`src/rtl/wb_cmd_master.sv`:
```
// Host byte-stream to Wishbone bridge: parses [op][adr_hi][adr_lo][cnt][data..] frames,
// issues single transfers with an auto-incrementing address and returns read data plus a status byte.
module wb_cmd_master #(
   parameter int unsigned TIMEOUT = 255
) (
   input  logic        clk,
   input  logic        rst_n,
   input  logic [7:0]  in_data,
   input  logic        in_valid,
   output logic        in_ready,
   output logic [7:0]  out_data,
   output logic        out_valid,
   input  logic        out_ready,
   output logic        wb_cyc_o,
   output logic        wb_stb_o,
   output logic        wb_we_o,
   output logic [15:0] wb_adr_o,
   output logic [7:0]  wb_dat_o,
   input  logic [7:0]  wb_dat_i,
   input  logic        wb_ack_i
);

   typedef enum logic [3:0] {
      S_IDLE, S_ADRH, S_ADRL, S_CNT, S_WDATA,
      S_WBUS, S_RBUS, S_RSEND, S_DRAIN, S_STATUS
   } state_t;

   localparam logic [7:0]  OP_WR     = 8'h01;
   localparam logic [7:0]  OP_RD     = 8'h02;
   localparam logic [7:0]  ST_OK     = 8'h00;
   localparam logic [7:0]  ST_TMO    = 8'h01;
   localparam logic [7:0]  ST_BADOP  = 8'h02;
   localparam logic [15:0] TMO_LAST  = 16'(TIMEOUT - 1);

   state_t      state;
   logic        is_wr;
   logic [8:0]  cnt;
   logic [15:0] timer;

   logic in_fire;
   logic out_fire;
   logic bus_ack;
   logic bus_tmo;

   assign in_fire  = in_valid & in_ready;
   assign out_fire = out_valid & out_ready;
   assign bus_ack  = wb_stb_o & wb_ack_i;
   assign bus_tmo  = wb_stb_o & ~wb_ack_i & (timer == TMO_LAST);

   // A count byte of zero encodes a full 256-transfer burst.
   function automatic logic [8:0] decode_cnt(input logic [7:0] b);
      return (b == 8'h00) ? 9'd256 : {1'b0, b};
   endfunction

   always_ff @(posedge clk or negedge rst_n) begin
      if (!rst_n) begin
         state     <= S_IDLE;
         is_wr     <= 1'b0;
         cnt       <= '0;
         timer     <= '0;
         in_ready  <= 1'b0;
         out_data  <= '0;
         out_valid <= 1'b0;
         wb_cyc_o  <= 1'b0;
         wb_stb_o  <= 1'b0;
         wb_we_o   <= 1'b0;
         wb_adr_o  <= '0;
         wb_dat_o  <= '0;
      end else begin
         case (state)
            S_IDLE: begin
               in_ready <= 1'b1;
               if (in_fire) begin
                  if (in_data == OP_WR || in_data == OP_RD) begin
                     is_wr <= (in_data == OP_WR);
                     state <= S_ADRH;
                  end else begin
                     in_ready  <= 1'b0;
                     out_valid <= 1'b1;
                     out_data  <= ST_BADOP;
                     state     <= S_STATUS;
                  end
               end
            end
            S_ADRH: begin
               if (in_fire) begin
                  wb_adr_o[15:8] <= in_data;
                  state          <= S_ADRL;
               end
            end
            S_ADRL: begin
               if (in_fire) begin
                  wb_adr_o[7:0] <= in_data;
                  state         <= S_CNT;
               end
            end
            S_CNT: begin
               if (in_fire) begin
                  cnt <= decode_cnt(in_data);
                  if (is_wr) begin
                     state <= S_WDATA;
                  end else begin
                     in_ready <= 1'b0;
                     wb_cyc_o <= 1'b1;
                     wb_stb_o <= 1'b1;
                     wb_we_o  <= 1'b0;
                     timer    <= '0;
                     state    <= S_RBUS;
                  end
               end
            end
            S_WDATA: begin
               if (in_fire) begin
                  wb_dat_o <= in_data;
                  in_ready <= 1'b0;
                  wb_cyc_o <= 1'b1;
                  wb_stb_o <= 1'b1;
                  wb_we_o  <= 1'b1;
                  timer    <= '0;
                  state    <= S_WBUS;
               end
            end
            // Ack is tested before the timer so a last-cycle ack still succeeds.
            S_WBUS: begin
               if (bus_ack) begin
                  wb_cyc_o <= 1'b0;
                  wb_stb_o <= 1'b0;
                  wb_we_o  <= 1'b0;
                  wb_adr_o <= wb_adr_o + 16'd1;
                  cnt      <= cnt - 9'd1;
                  if (cnt == 9'd1) begin
                     out_valid <= 1'b1;
                     out_data  <= ST_OK;
                     state     <= S_STATUS;
                  end else begin
                     in_ready <= 1'b1;
                     state    <= S_WDATA;
                  end
               end else if (bus_tmo) begin
                  wb_cyc_o <= 1'b0;
                  wb_stb_o <= 1'b0;
                  wb_we_o  <= 1'b0;
                  cnt      <= cnt - 9'd1;
                  if (cnt == 9'd1) begin
                     out_valid <= 1'b1;
                     out_data  <= ST_TMO;
                     state     <= S_STATUS;
                  end else begin
                     in_ready <= 1'b1;
                     state    <= S_DRAIN;
                  end
               end else if (wb_stb_o) begin
                  timer <= timer + 16'd1;
               end
            end
            S_RBUS: begin
               if (bus_ack) begin
                  wb_cyc_o  <= 1'b0;
                  wb_stb_o  <= 1'b0;
                  wb_adr_o  <= wb_adr_o + 16'd1;
                  cnt       <= cnt - 9'd1;
                  out_data  <= wb_dat_i;
                  out_valid <= 1'b1;
                  state     <= S_RSEND;
               end else if (bus_tmo) begin
                  wb_cyc_o  <= 1'b0;
                  wb_stb_o  <= 1'b0;
                  out_valid <= 1'b1;
                  out_data  <= ST_TMO;
                  state     <= S_STATUS;
               end else if (wb_stb_o) begin
                  timer <= timer + 16'd1;
               end
            end
            S_RSEND: begin
               if (out_fire) begin
                  if (cnt != 9'd0) begin
                     out_valid <= 1'b0;
                     wb_cyc_o  <= 1'b1;
                     wb_stb_o  <= 1'b1;
                     timer     <= '0;
                     state     <= S_RBUS;
                  end else begin
                     out_data <= ST_OK;
                     state    <= S_STATUS;
                  end
               end
            end
            // Swallow the rest of an aborted write so the host stays frame-aligned.
            S_DRAIN: begin
               if (in_fire) begin
                  cnt <= cnt - 9'd1;
                  if (cnt == 9'd1) begin
                     in_ready  <= 1'b0;
                     out_valid <= 1'b1;
                     out_data  <= ST_TMO;
                     state     <= S_STATUS;
                  end
               end
            end
            S_STATUS: begin
               if (out_fire) begin
                  out_valid <= 1'b0;
                  in_ready  <= 1'b1;
                  state     <= S_IDLE;
               end
            end
            default: begin
               state <= S_IDLE;
            end
         endcase
      end
   end

endmodule

```
`config.mk`:
```
export PLATFORM = sky130hd
export DESIGN_NAME = wb_cmd_master
export DESIGN_NICKNAME = d
export VERILOG_FILES = /design/src/rtl/wb_cmd_master.sv
export SDC_FILE = /design/constraint.sdc
export NUM_CORES = 1
export LEC_CHECK = 0
export CORE_UTILIZATION = 30
export CTS_CLUSTER_DIAMETER = 40
export DETAILED_ROUTE_END_ITERATION = 8
export PLACE_DENSITY = 0.47
export SLEW_MARGIN = 20
export SYNTH_ARGS = -nofsm -noshare
export SYNTH_HDL_FRONTEND = slang
export SYNTH_SLANG_ARGS = --single-unit
export TNS_END_PERCENT = 10
```
`constraint.sdc`:
```
create_clock -name clk -period 2.31 [get_ports clk]
set_input_delay 0.231 -clock clk [delete_from_list [all_inputs] [get_ports clk]]
set_output_delay 0.231 -clock clk [all_outputs]
set_load 0.02 [all_outputs]
```
== Word level (Yosys, flattened, before mapping) ==
Index checks and enable logic that the tools add are counted.

* Output and inout port bits: 37
* Memories kept: 0
* Logic and storage cells: 165
* Flip-flop bits (word level): 66
* Latch bits: 0
* ROM bits: 0
* RAM bits: 0

* Shifts and indexed selects: 0
* Magnitude comparators: 0
* Mux-type cells: 84
* Add/sub/neg operators: 3
* Equal/unequal tests: 35
* Reductions and logical operators: 25
* Bitwise gates (word level): 6
* Multiply operators: 0
* Divide/modulo/power cells: 0

{| class="wikitable"
|+ Operators by type and width
! kind !! number
|-
| $mux W16 || 9
|-
| $mux W8 || 12
|-
| $mux W4 || 16
|-
| $pmux W16 S4 || 1
|-
| $mux W9 || 6
|-
| $pmux W4 S10 || 1
|-
| $pmux W8 S5 || 1
|-
| $pmux W9 S4 || 1
|-
| $add A16 B1 Y16 const B || 2
|-
| $ne A2 B2 Y1 const B || 16
|-
| $pmux W8 S2 || 2
|-
| $mux W1 || 30
|-
| $reduce_and A9 Y1 || 3
|-
| $eq A16 B8 Y1 const B || 1
|-
| $eq A4 B3 Y1 const B || 4
|-
| $pmux W1 S6 || 2
|-
| $reduce_bool A6 Y1 || 2
|-
| $reduce_and A11 Y1 || 1
|-
| $reduce_and A5 Y1 || 2
|-
| $eq A9 B1 Y1 const B || 1
|-
| $ne A3 B3 Y1 const B || 3
|-
| $reduce_and A3 Y1 || 3
|-
| $reduce_bool A9 Y1 || 1
|-
| $sub A9 B1 Y9 const B || 1
|-
| 23 further kinds || 32
|}

== Longest topological paths before layout ==
* Word-level depth: 6
* Depth in mapped cells: 8
* Depth with buffers taken out: 7

== Least setup slack after synthesis ==
OpenSTA, ideal clock, no wires.

* Path type: register to register
* Start point: register wb_stb_o
* End point: register state[0]
* Stages on the path, launching flop included: 6
* Arrival time: 1.849 ns
* Setup slack: 0.336 ns
* Buffers on the path: 0
* Path through: dfrtp_1 > nand2_1 > and3_1 > a211oi_1 > and2_4 > mux2_4

* Longest elaborated chain between the ends: 4
* Elaborated cells between the ends (all ways): 9
* Those cells by class: eq/ne (2); mux (3); bitwise (3); reduce/logical (1)

{| class="wikitable"
|+ RTL lines
! item !! RTL line !! text
|-
| start, declared || 15 || <nowiki>output logic wb_stb_o,</nowiki>
|-
| start signal, assigned || 65 || <nowiki>wb_stb_o <= 1'b0;</nowiki>
|-
| start signal, assigned || 105 || <nowiki>wb_stb_o <= 1'b1;</nowiki>
|-
| start signal, assigned || 117 || <nowiki>wb_stb_o <= 1'b1;</nowiki>
|-
| $and A1 B1 Y1 (2 in a row) || 48 || <nowiki>assign bus_tmo = wb_stb_o & ~wb_ack_i & (timer == TMO_LAST);</nowiki>
|-
| $ne A3 B3 Y1 (no source line) || - ||
|-
| $reduce_and A11 Y1 (no source line) || - ||
|-
| end signal, assigned || 57 || <nowiki>state <= S_IDLE;</nowiki>
|-
| end signal, assigned || 76 || <nowiki>state <= S_ADRH;</nowiki>
|-
| end signal, assigned || 81 || <nowiki>state <= S_STATUS;</nowiki>
|-
| end, declared || 35 || <nowiki>state_t state;</nowiki>
|}

Parallel ways exist; a longest one is shown, timed or not.
A chain may end at the register's enable or synchronous reset.

== Worst setup path after layout ==
* Start point: register state[3]
* End point: register out_valid

* Longest elaborated chain between the ends: 3
* Elaborated cells between the ends (all ways): 17
* Those cells by class: eq/ne (13); mux (1); reduce/logical (3)

{| class="wikitable"
|+ RTL lines
! item !! RTL line !! text
|-
| $eq A4 B4 Y1, or another cell as far along || 70 || <nowiki>case (state)</nowiki>
|-
| $reduce_bool A6 Y1 (no source line), or another cell as far along || - ||
|-
| $reduce_and A9 Y1 (no source line) || - ||
|-
| end signal, assigned || 63 || <nowiki>out_valid <= 1'b0;</nowiki>
|-
| end signal, assigned || 79 || <nowiki>out_valid <= 1'b1;</nowiki>
|-
| end signal, assigned || 132 || <nowiki>out_valid <= 1'b1;</nowiki>
|-
| end, declared || 12 || <nowiki>output logic out_valid,</nowiki>
|}

Parallel ways exist; a longest one is shown, timed or not.

==> results.json <==
{
  "final_area_um2": 5940,
  "worst-endpoint-required_ps": 2540,
  "grt_first_pass_wirelength_um": 23900,
  "totalWireLength_um": 14400,
  "timing_worst_setup_path_type": "reg2reg",
  "postSynthRegisterBits": 66,
  "routabilityCongestion": 0.859,
  "leakagePower_nw": 2.45,
  "period_needed_ps": 2210,
  "antenna_violating_nets_post_route": 0,
  "peakVddDrop_uv": 436,
  "final_setup_violation_count": 0,
  "timing.final.crit_share_pct": 95.8,
  "netlist.area_leader.share_pct": 36.7,
  "synth.top_cells.by_area": "dfrtp_1 37%, o21ai_0 4.1%, a21oi_1 3.9%",
  "synthArstFlopShare_pct": 100,
  "timing.reg2reg.setup_slack_ps": 100,
  "timing_worst_slew_pin_value_ps": 875,
  "die_w_um": 124,
  "timing.setup.tns_ps": 0,
  "synth-edff-count": 0,
  "cts.root.buffer_cell": "clkbuf_16",
  "grt_most_used_layer": "met2",
  "final-hold-violation-count": 0,
  "cts_inserted_buffers": 9,
  "worst_r2r_startpoint": "state[3]$_DFFE_PN0P_",
  "avgSynthCellArea_um2": 9.01,
  "port_buffers": 57,
  "global_route.overflow_total": 0,
  "finish.net_count": 617,
  "cts.clk_slew.worst_paths_ps": 60,
  "power.sequential.fraction_pct": 40.7,
  "mapped_nets": 526,
  "power_density_nw_per_um2": 479,
  "grt_antenna_before_repair": 0,
  "critical_path.endpoint_type": "flip-flop",
  "clock-sinks": 66,
  "die_h_um": 124,
  "switching_portion_of_total_power_pct": 21.1,
  "post-dp-hpwl_um": 10700,
  "synth-warning-count": 0,
  "dr.first_iter.drc_count": 279,
  "met3_usage_pct": 4.55,
  "fill_cells": 1452,
  "layout_common_cells": "66 x dfrtp_1, 56 x clkdlybuf4s50_1, 46 x nand2_1, 46 x buf_4, 37 x o21ai_0",
  "intPower_w": 0.00224,
  "area_growth_pct": 32.1,
  "drv.max_cap_violation_count": 0,
  "final_common_cell": "dfrtp_1",
  "globalRouteTotalUtil_pct": 19.2,
  "timing.hold.ws_ps": 3.02,
  "grtUsageMet2_pct": 29.6,
  "worstSkewPairLatency_ps": 340,
  "antenna_cells": 0,
  "power.share.combinational_pct": 4.5,
  "relative_slew_slack_pct": 41.7,
  "distinct_cells_synth": 85,
  "timing.rr.end": "out_valid$_DFFE_PN0P_",
  "h-tree-depth": 3,
  "drt_first_pass_iters": 4,
  "yosysSeqAreaShare_pct": 36.7,
  "hold_path_class": "in2async",
  "grt_util_met1_pct": 26.1,
  "dpl-instance-area_um2": 5550,
  "path_max_fanout": 10,
  "io_pins": 58,
  "synth_top_area_cell": "dfrtp_1",
  "cts_tree": "built",
  "critical_path.startpoint_type": "flip-flop",
  "p_sw_w": 0.000600,
  "fp-row-count": 44,
  "timing.fmax_ghz": 0.452,
  "floorplan.core_area_um2": 14600,
  "worstRegToRegCells": 7,
  "stdcell_count": 779,
  "grt_max_degree": 38,
  "p_clk_share_pct": 54.9,
  "final_layout_size_suffix_gt1_share_pct": 18.8,
  "result_of_the_run": "finished, final reports clean",
  "number_of_pins_with_negative_max_slew_slack_in_the_final_report": 0,
  "first_global_vias": 4402,
  "wl_per_cell_um": 18.5,
  "floorplan.initialDensity_pct": 30.8,
  "post_synth_inst_count": 499,
  "fin_worst_skew_ps": 7.87,
  "route.detailed.drc": 0,
  "placed_cells_incl_taps": 761,
  "route.detailed.vias_per_inst": 5.68,
  "vias_after_detailed_routing": 4423,
  "clock_path_buffers": 2,
  "die_area_um2": 15500,
  "synthesis.area_um2": 4500,
  "synthFlopType": "dfrtp_1",
  "cp_data_arrival_time_ps": 2440
}
power groups by stage:
stage / Combinational (W) / Sequential [W] / Clock, W
floorplan: 0.0000259 / 0.00118 / 0
global placement: 0.000129 / 0.00118 / 0
detailed placement: 0.000130 / 0.00118 / 0
CTS: 0.000130 / 0.00116 / 0.00160
global route: 0.000141 / 0.00116 / 0.00164
finish: 0.000127 / 0.00116 / 0.00156
critical path, cell delays in order, from the launching register on:
cell and delay [ps]:
dfrtp_1 560, buf_4 240, nand4b_1 220, a21oi_1 110, a211oi_1 300, buf_4 180, o211a_1 150, mux2_2 320
cells by family (layout without fill, tap and decap cells):
family | count (synthesis) | after routing | share of synthesized area (%)
simple gates | 181 | 181 | 23.7
flops | 66 | 66 | 36.7
compound gates | 185 | 185 | 28.3
buf+inv | 42 | 138 | 4.76
fa+ha+maj | 7 | 7 | 1.92
mux | 15 | 15 | 4.06
xor+xnor | 3 | 3 | 0.585
synthesized netlist by cell type (all sizes together), types with 3 or more instances:
| library cell | n |
|---|---|
| buf | 20 |
| a31oi | 16 |
| nor4b | 4 |
| and3 | 4 |
| nand4b | 5 |
| and3b | 3 |
| or2 | 3 |
| o211ai | 7 |
| nand2b | 4 |
| nand4 | 9 |
| nand3 | 18 |
| nor2b | 7 |
| nor3 | 10 |
| a211oi | 4 |
| nand2 | 46 |
| or4 | 5 |
| dfrtp | 66 |
| inv | 13 |
| or3 | 3 |
| o22ai | 13 |
| nor3b | 4 |
| a41oi | 4 |
| o311ai | 3 |
| o41ai | 3 |
| o31ai | 14 |
| nor4 | 10 |
| a22o | 6 |
| and2 | 6 |
| o21ai | 43 |
| mux2 | 14 |
| a21oi | 36 |
| o211a | 3 |
| a2bb2oi | 7 |
| nor2 | 31 |
| ha | 6 |
| clkbuf | 9 |
| a22oi | 4 |
timing repair:
item / CTS / global route
setup endpoints to repair: 0 / 4
hold buffers: 0 / 0
resized for setup: 0 / 1
setup buffers: 0 / 2
hold endpoints to repair: 0 / 0
metrics by stage:
| step | utilization, % | power [W] | setup slack, ps |
|---|---|---|---|
| finish | 40.7 | 0.00284 | 96.0 |
| global route | 40.7 | 0.00294 | -14.3 |
| CTS | 40.4 | 0.00289 | 77.0 |
| detailed placement | 38.1 | 0.00131 | 11.5 |
| global placement | 38.1 | 0.00131 | 24.7 |
| floorplan | - | 0.00120 | 336 |
final cells by class:
class / count / area, um^2 / area share, %
multi-input cells: 391 / 2640 / 44.4
flip-flops and latches: 66 / 1650 / 27.8
repair buffers: 109 / 1030 / 17.4
clock buffers: 12 / 267 / 4.49
well taps: 184 / 230 / 3.88
clock inverters: 4 / 72.6 / 1.22
inverters: 13 / 48.8 / 0.822
worst max path at each step:
stage / cells after the start / start / end / slack (ps)
6_report: 7 / state[3]$_DFFE_PN0P_ / out_valid$_DFFE_PN0P_ / 100
5_1_grt: 7 / state[3]$_DFFE_PN0P_ / out_valid$_DFFE_PN0P_ / -10
4_1_cts: 7 / state[3]$_DFFE_PN0P_ / out_valid$_DFFE_PN0P_ / 80
3_5_place_dp: 7 / wb_ack_i / out_valid$_DFFE_PN0P_ / 10
3_3_place_gp: 7 / wb_ack_i / out_valid$_DFFE_PN0P_ / 20
2_1_floorplan: 5 / wb_stb_o$_DFFE_PN0P_ / state[0]$_DFFE_PN0P_ / 340
per-layer routing:
layer  routed length (um)  up-vias
met3                  691       24
met2                 6570      125
met1                 6840     2159
met5                    0        -
met4                  316        0
li1                     -     2115
flip-flops by register name, indices dropped and copies added (netlist names), 4 cells and up:
register and cells:
out_data 8, timer 16, cnt 9, wb_dat_o 8, state 4, wb_adr_o 16
(Power assumes the default switching activity.)
